===== src/rtl/mole_board.sv =====
// rtl/mole_board.sv - active-mole board with per-hole lifetimes and hit/miss/whiff reporting
module mole_board #(
  parameter int N_HOLES = 5,
  parameter int LIFE_W  = 8,
  localparam int CNT_W  = $clog2(N_HOLES + 1)
) (
  input  logic               clk,
  input  logic               rst_n,
  input  logic               tick,
  input  logic               load,
  input  logic [N_HOLES-1:0] loadval,
  input  logic [LIFE_W-1:0]  life_ticks,
  input  logic [N_HOLES-1:0] button,
  output logic [N_HOLES-1:0] board_state,
  output logic               hit_pulse,
  output logic [CNT_W-1:0]   hit_count,
  output logic               miss_pulse,
  output logic [CNT_W-1:0]   miss_count,
  output logic               whiff_pulse,
  output logic [CNT_W-1:0]   active_count
);

  logic [N_HOLES-1:0] board_q, board_d;
  logic [LIFE_W-1:0]  life_q [N_HOLES];
  logic [LIFE_W-1:0]  life_d [N_HOLES];
  logic [CNT_W-1:0]   hit_count_q, hit_count_d;
  logic [CNT_W-1:0]   miss_count_q, miss_count_d;
  logic [CNT_W-1:0]   active_count_q, active_count_d;
  logic               hit_pulse_q, hit_pulse_d;
  logic               miss_pulse_q, miss_pulse_d;
  logic               whiff_pulse_q, whiff_pulse_d;

  logic [N_HOLES-1:0] hit_v, whiff_v, spawn_v, expire_v;

  assign hit_v   = button & board_q;
  assign whiff_v = button & ~board_q;
  assign spawn_v = {N_HOLES{load}} & loadval;

  // A life of zero on an active hole never reaches 1, so it never expires.
  always_comb begin
    expire_v = '0;
    for (int i = 0; i < N_HOLES; i++) begin
      expire_v[i] = board_q[i] & ~hit_v[i] & tick & (life_q[i] == LIFE_W'(1));
    end
  end

  always_comb begin
    board_d        = board_q;
    hit_count_d    = '0;
    miss_count_d   = '0;
    active_count_d = '0;
    for (int i = 0; i < N_HOLES; i++) begin
      life_d[i] = life_q[i];
      if (spawn_v[i]) begin
        board_d[i] = 1'b1;
        life_d[i]  = life_ticks;
      end else if (hit_v[i] || expire_v[i]) begin
        board_d[i] = 1'b0;
        life_d[i]  = '0;
      end else if (board_q[i] && tick && (life_q[i] > LIFE_W'(1))) begin
        life_d[i] = life_q[i] - LIFE_W'(1);
      end
      hit_count_d    = hit_count_d + CNT_W'(hit_v[i]);
      miss_count_d   = miss_count_d + CNT_W'(expire_v[i]);
      active_count_d = active_count_d + CNT_W'(board_d[i]);
    end
    hit_pulse_d   = (hit_count_d != '0);
    miss_pulse_d  = (miss_count_d != '0);
    whiff_pulse_d = |whiff_v;
  end

  always_ff @(posedge clk or negedge rst_n) begin
    if (!rst_n) begin
      board_q        <= '0;
      hit_count_q    <= '0;
      miss_count_q   <= '0;
      active_count_q <= '0;
      hit_pulse_q    <= 1'b0;
      miss_pulse_q   <= 1'b0;
      whiff_pulse_q  <= 1'b0;
      for (int i = 0; i < N_HOLES; i++) life_q[i] <= '0;
    end else begin
      board_q        <= board_d;
      hit_count_q    <= hit_count_d;
      miss_count_q   <= miss_count_d;
      active_count_q <= active_count_d;
      hit_pulse_q    <= hit_pulse_d;
      miss_pulse_q   <= miss_pulse_d;
      whiff_pulse_q  <= whiff_pulse_d;
      for (int i = 0; i < N_HOLES; i++) life_q[i] <= life_d[i];
    end
  end

  assign board_state  = board_q;
  assign hit_count    = hit_count_q;
  assign miss_count   = miss_count_q;
  assign active_count = active_count_q;
  assign hit_pulse    = hit_pulse_q;
  assign miss_pulse   = miss_pulse_q;
  assign whiff_pulse  = whiff_pulse_q;

endmodule


===== config.mk =====
export PLATFORM = sky130hd
export DESIGN_NAME = mole_board
export DESIGN_NICKNAME = d
export VERILOG_FILES = /design/src/rtl/mole_board.sv
export SDC_FILE = /design/constraint.sdc
export NUM_CORES = 1
export LEC_CHECK = 0
export CAP_MARGIN = 40
export CORE_MARGIN = 2
export CORE_UTILIZATION = 35
export CTS_BUF_LIST = sky130_fd_sc_hd__clkbuf_2
export DETAILED_ROUTE_END_ITERATION = 10
export SLEW_MARGIN = 30
export SYNTH_ARGS = -nofsm -noshare
export SYNTH_HDL_FRONTEND = slang
export SYNTH_SLANG_ARGS = --single-unit

===== constraint.sdc =====
create_clock -name clk -period 4.2 [get_ports clk]
set_input_delay 0.84 -clock clk [delete_from_list [all_inputs] [get_ports clk]]
set_output_delay 0.84 -clock clk [all_outputs]
set_load 0.005 [all_outputs]

After elaboration in Yosys (flattened, before gate mapping)
Cells that the tools add are included.

Add/subtract/negate cells: 17. Bitwise logic cells: 24. Muxes and demuxes: 25. Eq/ne operators: 5. Reduce and logical (&&, ||, !) cells: 23. Magnitude comparators: 5.

Operators with widths (number): 8-bit 2-to-1 mux (15); 8-bit by 1-bit equality test with 1-bit output (second input constant) (5); 8-bit by 1-bit > comparator with 1-bit output (second input constant) (5); 8-bit by 1-bit subtractor with 8-bit output (second input constant) (5); 3-bit nonzero test (7); 3-bit by 1-bit adder with 3-bit output (6); 1-bit bitwise AND (15); 5-bit bitwise AND (3); 1-bit logical AND (10); 1-bit 2-to-1 mux (10); 2-bit by 1-bit adder with 3-bit output (3); 1-bit by 1-bit adder with 2-bit output (3); 1-bit logical OR (5); 1-bit NOT (5); 5-bit NOT (1); 5-bit OR reduction (1).

Bits of input ports: 22. Bits in registers: 57.

Depth between registers and ports, before layout
Gate-level depths: netlist (run 1).

Depth after elaboration: 12. Mapped depth: 11.

Least setup slack after synthesis (run 1)
No wires, ideal clock.

Kind: input -> register. Start: input tick. End: register miss_pulse_q (netlist: miss_pulse). Arrival time: 2.919 ns. Library setup time: 0.131 ns. Slack: 1.150 ns. Stages: 10. Buffers on the path: 1. Cells stage by stage: clkbuf_1 -> and2_1 -> nand4_1 -> nor2_1 -> fa_1 -> inv_1 -> fa_1 -> inv_1 -> ha_1 -> or3_1.

Word-level cells in the longest chain between the ends: 7. Elaborated cells on any way between the ends: 15. Those cells by class: add/sub (4); bitwise (10); reduce/logical (1).

Ends and longest elaborated chain: start, declared (line 9) `input logic tick,`; 1-bit bitwise AND (2 in series) (line 43) `expire_v[i] = board_q[i] & ~hit_v[i] & tick & (life_q[i] == LIFE_W'(1));`; 1-bit by 1-bit adder with 2-bit output (line 64) `miss_count_d = miss_count_d + CNT_W'(expire_v[i]);`; 2-bit by 1-bit adder with 3-bit output (line 64); 3-bit by 1-bit adder with 3-bit output (line 64); 3-bit by 1-bit adder with 3-bit output (*) (line 64); via miss_count_d[1] (line 27) `logic [CNT_W-1:0] miss_count_q, miss_count_d;`; 3-bit nonzero test (*) (line 68) `miss_pulse_d = (miss_count_d != '0);`; via miss_pulse_d (line 30) `logic miss_pulse_q, miss_pulse_d;`; end signal, assigned (line 88) `miss_pulse_q <= miss_pulse_d;`; end, declared (line 30).

The timed path passes the listed nets; every way through them passes the cells marked *. A chain may end at the register's enable or synchronous reset.

Worst setup path after layout (run 1)
Start: input tick. End: register active_count_q[1] (netlist: active_count[1]).

Word-level cells in the longest chain between the ends: 9. Elaborated cells on any way between the ends: 29. Those cells by class: add/sub (4); mux (10); bitwise (10); reduce/logical (5).

Ends and longest elaborated chain: 1-bit bitwise AND (2 in series) (line 43); 1-bit logical OR (line 57) `end else if (hit_v[i] || expire_v[i]) begin`; 1-bit 2-to-1 mux (line 57); 1-bit 2-to-1 mux (line 54) `if (spawn_v[i]) begin`; via board_d[1] (line 23) `logic [N_HOLES-1:0] board_q, board_d;`; 1-bit by 1-bit adder with 2-bit output (line 65) `active_count_d = active_count_d + CNT_W'(board_d[i]);`; 2-bit by 1-bit adder with 3-bit output (line 65); 3-bit by 1-bit adder with 3-bit output (2 in series) (line 65); via active_count_d[1] (line 28) `logic [CNT_W-1:0] active_count_q, active_count_d;`; end signal, assigned (line 86) `active_count_q <= active_count_d;`; end, declared (line 28).

The timed path passes the listed nets, and every way through them passes these cells.

==> results by group, run 1 <==
Power and ir drop
  – Peak VDD IR: 320 uV
  – Total power: 2100 uW
  – Lkg Pwr: 0.00202 uW
  – P per Cell Area: 485 nW/um^2

Synthesis
  – Main synth FF type: dfrtp_1
  – Synth top area share: 0.387
  – Avg Inst Size Synth: 8.65 sq um
  – Synth async-reset ratio: 1.00
  – Simple-Gate Fraction of Synth Area: 0.239
  – Post-synthesis sequential area ratio: 0.387
  – Yosys cell types: 54
  – Cell Area, Synth: 3680 sq um
  – Area leader, netlist: dfrtp_1
  – Synth Warn #: 0
  – Largest family of logic cells by synthesized area: compound AO/OA/AOI/OAI gates
  – EDFF count, synth: 0
  – Area contributors post-synth: dfrtp_1 (39%), a21oi_1 (6.3%), nand2_1 (6.0%)
  – Post-Synthesis Cells: 426
  – Mapped Nets: 467
  – Area share of xor/xnor cells in the synthesized design: 0
  – Adder-Cell Fraction of Synth Area: 0.0768
  – Yosys reg bits: 57
  – Mux contribution to synthesized area: 0.0136
  – Compound-Gate Fraction of Synth Area: 0.242

Global route
  – Initial antenna violation count: 0
  – GRT Util Overall: 0.189
  – Global route overflow: 0
  – Vias in the first global route: 3406
  – Largest net degree at the start of global routing: 44
  – Global-route wire length before repair: 16700 um

Clock tree
  – Total setup buffers inserted after CTS: 0
  – Clock transition at the registers of the reported paths: 180 ps
  – H-tree depth: 3
  – TritonCTS clock tree: done
  – CTS Sinks: 57
  – Clock buffer depth: 2
  – Hold_buf cts: 0
  – Num CTS Buffers: 9
  – Clock Latency Late Sink: 510 ps
  – CTS root buf: clkbuf_2
  – Number of gates resized after cts: 0

Timing
  – RSZ-0062 raised after global routing: false
  – Final min period: 3110 ps
  – Max Clk Rate: 321 MHz
  – Layout Skew: 20.6 ps
  – Slew Viols, Final: 0
  – Slew HR: 0.545
  – Fin Setup TNS: 0 ps
  – Crit share post-route: 0.741
  – Tightest Pin Transition: 679 ps
  – Final hold vios: 0
  – Hold Slack: 305 ps
  – Setup Viol. Count Final: 0

Min path
  – Worst hold path type: input port to asynchronous set/reset pin

Die
  – # rows: 37
  – I/O pins: 39
  – Initial Util: 0.358
  – Chip height: 107 um
  – Total die area: 11400 sq um
  – Die Wd: 107 um
  – Placeable core region: 10300 sq um

Cells and area
  – Ratio of cells with drive above 1 in the final layout: 0.0823
  – Layout fillers: 1051
  – N_diodes: 0
  – Area grow syn2layout: 17.3%
  – Nets@finish: 511
  – Final non-filler cell total: 610

Worst setup path
  – Max FO, Critical Path: 10
  – Worst Setup End Kind: register
  – Req. time, crit path: 4600 ps
  – WS Path Type: input port to register
  – Worst Path Arrival: 3510 ps
  – CP Launch Type: input port

Route
  – WL final: 10100 um
  – Drt drc: 0
  – DR vias: 3448
  – DRT iter0 DRCs: 182
  – Per-cell routed wire length: 16.6 um
  – Via density: 5.65
  – Final ANT Viol Nets: 0
  – DRT Pass-1 Iters: 4

Run status
  – Run status: finished clean

Run
  – Maxcap violations: 0

Place
  – HPWL Detailed: 7340 um
  – Placed Instances: 595
  – Buffers on Ports: 38
  – Final Wtd Congestion: 0.853
-- cells by family (layout without fill, tap and decap cells) --
family                     count (synthesis)  in the layout
AOI/OAI and AO/OA                        131            131
adders and majority gates                 19             19
muxes                                      5              5
and+or+nand+nor                          175            175
buffers and inverters                     39             87
DFF                                       57             57
-- synthesized netlist by cell type (2+ instances only) --
| library cell | n |
|---|---|
| nand2_1 | 59 |
| dfrtp_1 | 57 |
| a21oi_1 | 46 |
| nor2_1 | 36 |
| inv_1 | 29 |
| and2_1 | 13 |
| ha_1 | 13 |
| o21ai_0 | 12 |
| a21o_1 | 11 |
| a31oi_1 | 10 |
| nor3_1 | 10 |
| clkbuf_1 | 9 |
| o21a_1 | 9 |
| nand3_1 | 8 |
| a31o_2 | 7 |
| and3_1 | 7 |
| or2_2 | 7 |
| fa_1 | 6 |
| o22a_1 | 6 |
| mux2i_1 | 5 |
| nand2b_1 | 5 |
| nor4_1 | 5 |
| a2bb2oi_1 | 4 |
| o31ai_1 | 4 |
| a41o_1 | 3 |
| nand3b_1 | 3 |
| nor3b_1 | 3 |
| or3_1 | 3 |
| a211oi_1 | 2 |
| a22oi_1 | 2 |
| a31o_1 | 2 |
| nand4_1 | 2 |
| nand4b_1 | 2 |
| nor2b_1 | 2 |
| nor4bb_1 | 2 |
| o22ai_1 | 2 |
| o2bb2a_1 | 2 |
| or4_1 | 2 |
-- state kept, by name (all words and copies together), names as in the netlist --
| name | cells |
|---|---|
| whiff_pulse | 1 |
| active_count | 3 |
| miss_pulse | 1 |
| hit_count | 3 |
| board_state | 5 |
| hit_pulse | 1 |
| life_q | 40 |
| miss_count | 3 |
-- power breakdown --
group	switching (uW)	internal, uW
combinational	459	403
sequential	194	701
clock	209	131
total	863	1230
-- per-stage QoR --
step / setup slack (ps) / cell area (sq um) / util
2_1_floorplan: 1150 / 3680 / -
3_5_place_dp: 565 / 4220 / 0.411
6_report: 1090 / 4320 / 0.421
3_3_place_gp: 624 / 4220 / 0.411
5_1_grt: 993 / 4320 / 0.421
4_1_cts: 1130 / 4320 / 0.421
-- layout make-up --
class	count	area [sq um]	share of cell area
sequential	57	1430	0.330
inverter	29	109	0.0252
clock buffer	10	50.0	0.0116
tap	136	170	0.0394
timing repair buffer	43	415	0.0961
clock inverter	5	47.5	0.0110
multi-input combinational	330	2100	0.487
-- layout by cell type (no fill, tap or decap), types with 3 or more instances in the layout --
cell / instances
o21a_1: 9
nor2_1: 36
nand3b_1: 3
nand3_1: 8
o31ai_1: 4
clkdlybuf4s50_1: 37
fa_1: 6
o21ai_0: 12
nor3b_1: 3
nand2b_1: 5
a21oi_1: 46
a41o_1: 3
nand2_1: 59
or3_1: 3
or2_2: 7
inv_1: 29
buf_4: 6
a31o_2: 7
a2bb2oi_1: 4
ha_1: 13
mux2i_1: 5
a21o_1: 11
nor4_1: 5
dfrtp_1: 57
and3_1: 7
clkbuf_2: 10
a31oi_1: 10
and2_1: 13
nor3_1: 10
o22a_1: 6
-- routing by layer --
metal	track usage	vias up	wire, um
li1	-	1620	-
met1	0.239	1695	4320
met2	0.306	114	4850
met3	0.0492	19	727
met4	0.0798	0	240
met5	0	-	0
-- critical path: stages --
cell	delay [ps]
clkdlybuf4s50_1	520
buf_4	200
nand4b_1	140
nor3_2	270
nor3_1	70
or2_2	290
inv_1	70
fa_1	430
fa_1	390
inv_1	60
ha_1	220
-- worst paths after layout --
kind	startpoint	end	slack, ps	cells past startpoint
worst max-delay path	tick	active_count[1]$_DFF_PN0_	1090	11
worst min-delay path	rst_n	life_q[35]$_DFFE_PN0P_	300	1
worst max register to register	life_q[26]$_DFFE_PN0P_	active_count[1]$_DFF_PN0_	1170	9
worst min register to register	life_q[31]$_DFFE_PN0P_	life_q[31]$_DFFE_PN0P_	550	1
max in group asynchronous	rst_n	life_q[24]$_DFFE_PN0P_	3230	2
min in group clk	life_q[31]$_DFFE_PN0P_	life_q[31]$_DFFE_PN0P_	550	1
Power figures use the tool's default switching activity.
==> inputs of run 2 (changes only) <==
Clock period 4.2 ns to 2.76 ns, I/O delays scaled along.
==> results by group, run 2 (synthesis gave the netlist of run 1 again) <==
Cells and area
  – Layout fillers: 1042 (-0.86%)
  – Top reg by flops: life_q
  – Storage cell area: 1430 sq um (unchanged)
  – Max reg flops: 40 (unchanged)
  – Most common cell after layout, fill and taps aside: nand2_1
  – Final non-filler cell total: 657 (+7.7%)
  – Area grow syn2layout: 29.6%
  – Final instance area: 4770 sq um (+10%)
  – N_diodes: 0 (unchanged)
  – Multi-input gate area: 2190 sq um (+4.2%)
  – Commonest cells after routing, fill and taps aside: nand2_1 (59), dfrtp_1 (57), buf_4 (50)
  – Nets@finish: 557 (+9.0%)
  – Ratio of cells with drive above 1 in the final layout: 0.198 (+0.115)

Worst setup path
  – CP delay by family, top: simple AND/OR/NAND/NOR gates
  – Req. time, crit path: 3130 ps (-1470 ps)
  – Worst Setup End Kind: register
  – Critical path's slowest cell: or4_4
  – Max FO, Critical Path: 3 (-7)
  – CP Buf/Inv Count: 2 (-2)
  – Cell mode on critical path: inv_2
  – CP peak stage delay: 570 ps (+50 ps)
  – Worst reg2reg startpoint: life_q[31]$_DFFE_PN0P_
  – WS Path Type: register to register
  – CP Cell Sequence: or4_4 > nor3_4 > nor3_2 > or2_4 > inv_2 > fa_1 > fa_2 > inv_2 > ha_1
  – CP Launch Type: register
  – Crit path from: life_q[31]$_DFFE_PN0P_
  – Worst Path Arrival: 3080 ps (-430 ps)

Timing
  – Final hold vios: 0 (unchanged)
  – Crit share post-route: 0.981
  – Slew Viols, Final: 0 (unchanged)
  – Final min period: 2710 ps
  – Fin Setup TNS: 0 ps (unchanged)
  – Max Clk Rate: 369 MHz
  – Slew HR: 0.555 (+0.00943)
  – Layout Skew: 32.3 ps (+11.7 ps)
  – Tightest Pin Transition: 666 ps (-12.4 ps)
  – Setup Viol. Count Final: 0 (unchanged)
  – Hold Slack: 42.0 ps (-263 ps)

Clock tree
  – Clock transition at the registers of the reported paths: 180 ps (about the same)
  – Num CTS Buffers: 9 (unchanged)
  – CTS root buf: clkbuf_2
  – H-tree depth: 3 (unchanged)
  – CTS Sinks: 57 (unchanged)
  – TritonCTS clock tree: done
  – Clock buffer depth: 2 (unchanged)
  – Hold_buf cts: 0 (unchanged)
  – Clock Latency Late Sink: 490 ps (-20 ps)

Power and ir drop
  – Total power: 3500 uW (+67%)
  – Peak VDD IR: 401 uV (+25%)
  – P per Cell Area: 733 nW/um^2 (+51%)
  – Lkg Pwr: 0.00227 uW (+12%)

Global route
  – Vias in the first global route: 3566 (+4.7%)
  – Initial antenna violation count: 0 (unchanged)
  – GRT Util Overall: 0.193 (+0.00414)
  – Largest net degree at the start of global routing: 58 (+32%)
  – Global-route wire length before repair: 17100 um (+2.3%)
  – Global route overflow: 0 (unchanged)

Place
  – HPWL Detailed: 7680 um (+4.6%)
  – Buffers on Ports: 38 (unchanged)
  – Final Wtd Congestion: 0.908 (+6.5%)
  – Post-placement cell area: 4550 sq um (+7.7%)
  – Placed Instances: 637 (+7.1%)

Die
  – I/O pins: 39 (unchanged)
  – Chip height: 107 um (unchanged)
  – # rows: 37 (unchanged)
  – Placeable core region: 10300 sq um (unchanged)
  – Total die area: 11400 sq um (unchanged)
  – Die Wd: 107 um (unchanged)
  – Initial Util: 0.358 (unchanged)

Route
  – DR vias: 3611 (+4.7%)
  – Drt drc: 0 (unchanged)
  – DRT iter0 DRCs: 148 (-19%)
  – WL final: 10700 um (+5.6%)
  – Final ANT Viol Nets: 0 (unchanged)
  – Per-cell routed wire length: 16.3 um (-1.9%)
  – DRT Pass-1 Iters: 5 (+1)
  – Via density: 5.50 (-2.8%)

Min path
  – Worst hold path type: input port to asynchronous set/reset pin

Run status
  – Run status: finished clean

Run
  – Maxcap violations: 0 (unchanged)
## run 2: timing repair
action                     CTS  global route
gates resized for setup      4            13
pin swaps                    4             8
buffers inserted             1             2
setup endpoints to repair    2             4
## run 2: final cells by class
type	count	share of cell area
Clock buffer	12	0.0126
Clock inverter	4	0.00918
Inverter	29	0.0228
Multi-Input combinational cell	330	0.459
Sequential cell	57	0.299
Tap cell	136	0.0357
Timing Repair Buffer	89	0.162
## run 2: worst paths after layout
path                       depth (start not counted)                   endpoint  slack [ps]
max                                                9  active_count[1]$_DFF_PN0_          50
min                                                2     life_q[20]$_DFFE_PN0P_          40
max reg2reg                                        9  active_count[1]$_DFF_PN0_          50
min reg2reg                                        2     life_q[17]$_DFFE_PN0P_         570
max in group asynchronous                          3     life_q[25]$_DFFE_PN0P_        2200
min in group clk                                   2     life_q[17]$_DFFE_PN0P_         570
## run 2: metrics by stage
stage                util  worst slack [ps]
CTS                 0.456             -5.31
detailed placement  0.443              -541
floorplan               -              1.30
global placement    0.443              -483
finish              0.464              51.1
global route        0.464             -29.1
## run 2: power breakdown
group	total, uW	leakage [uW]	switching, uW	internal [uW]
Combinational	1630	0.00147	813	821
Clock	540	0.0000734	325	216
Sequential	1320	0.000726	256	1070
## run 2: layer usage
| layer | track usage | share of wire | vias to the layer above |
|---|---|---|---|
| met2 | 0.324 | 0.49 | 120 |
| li1 | - | - | 1717 |
| met3 | 0.0347 | 0.053 | 23 |
| met5 | 0 | 0 | - |
| met1 | 0.247 | 0.44 | 1751 |
| met4 | 0.0742 | 0.024 | 0 |
## run 2: worst reg2reg max path: cells and delay by family (launching register included)
kind / cells / cell delay, ps
AND/OR/NAND/NOR: 4 / 1140
adder cells (fa/ha/maj): 3 / 960
flip-flops: 1 / 410
buffers and inverters: 2 / 110
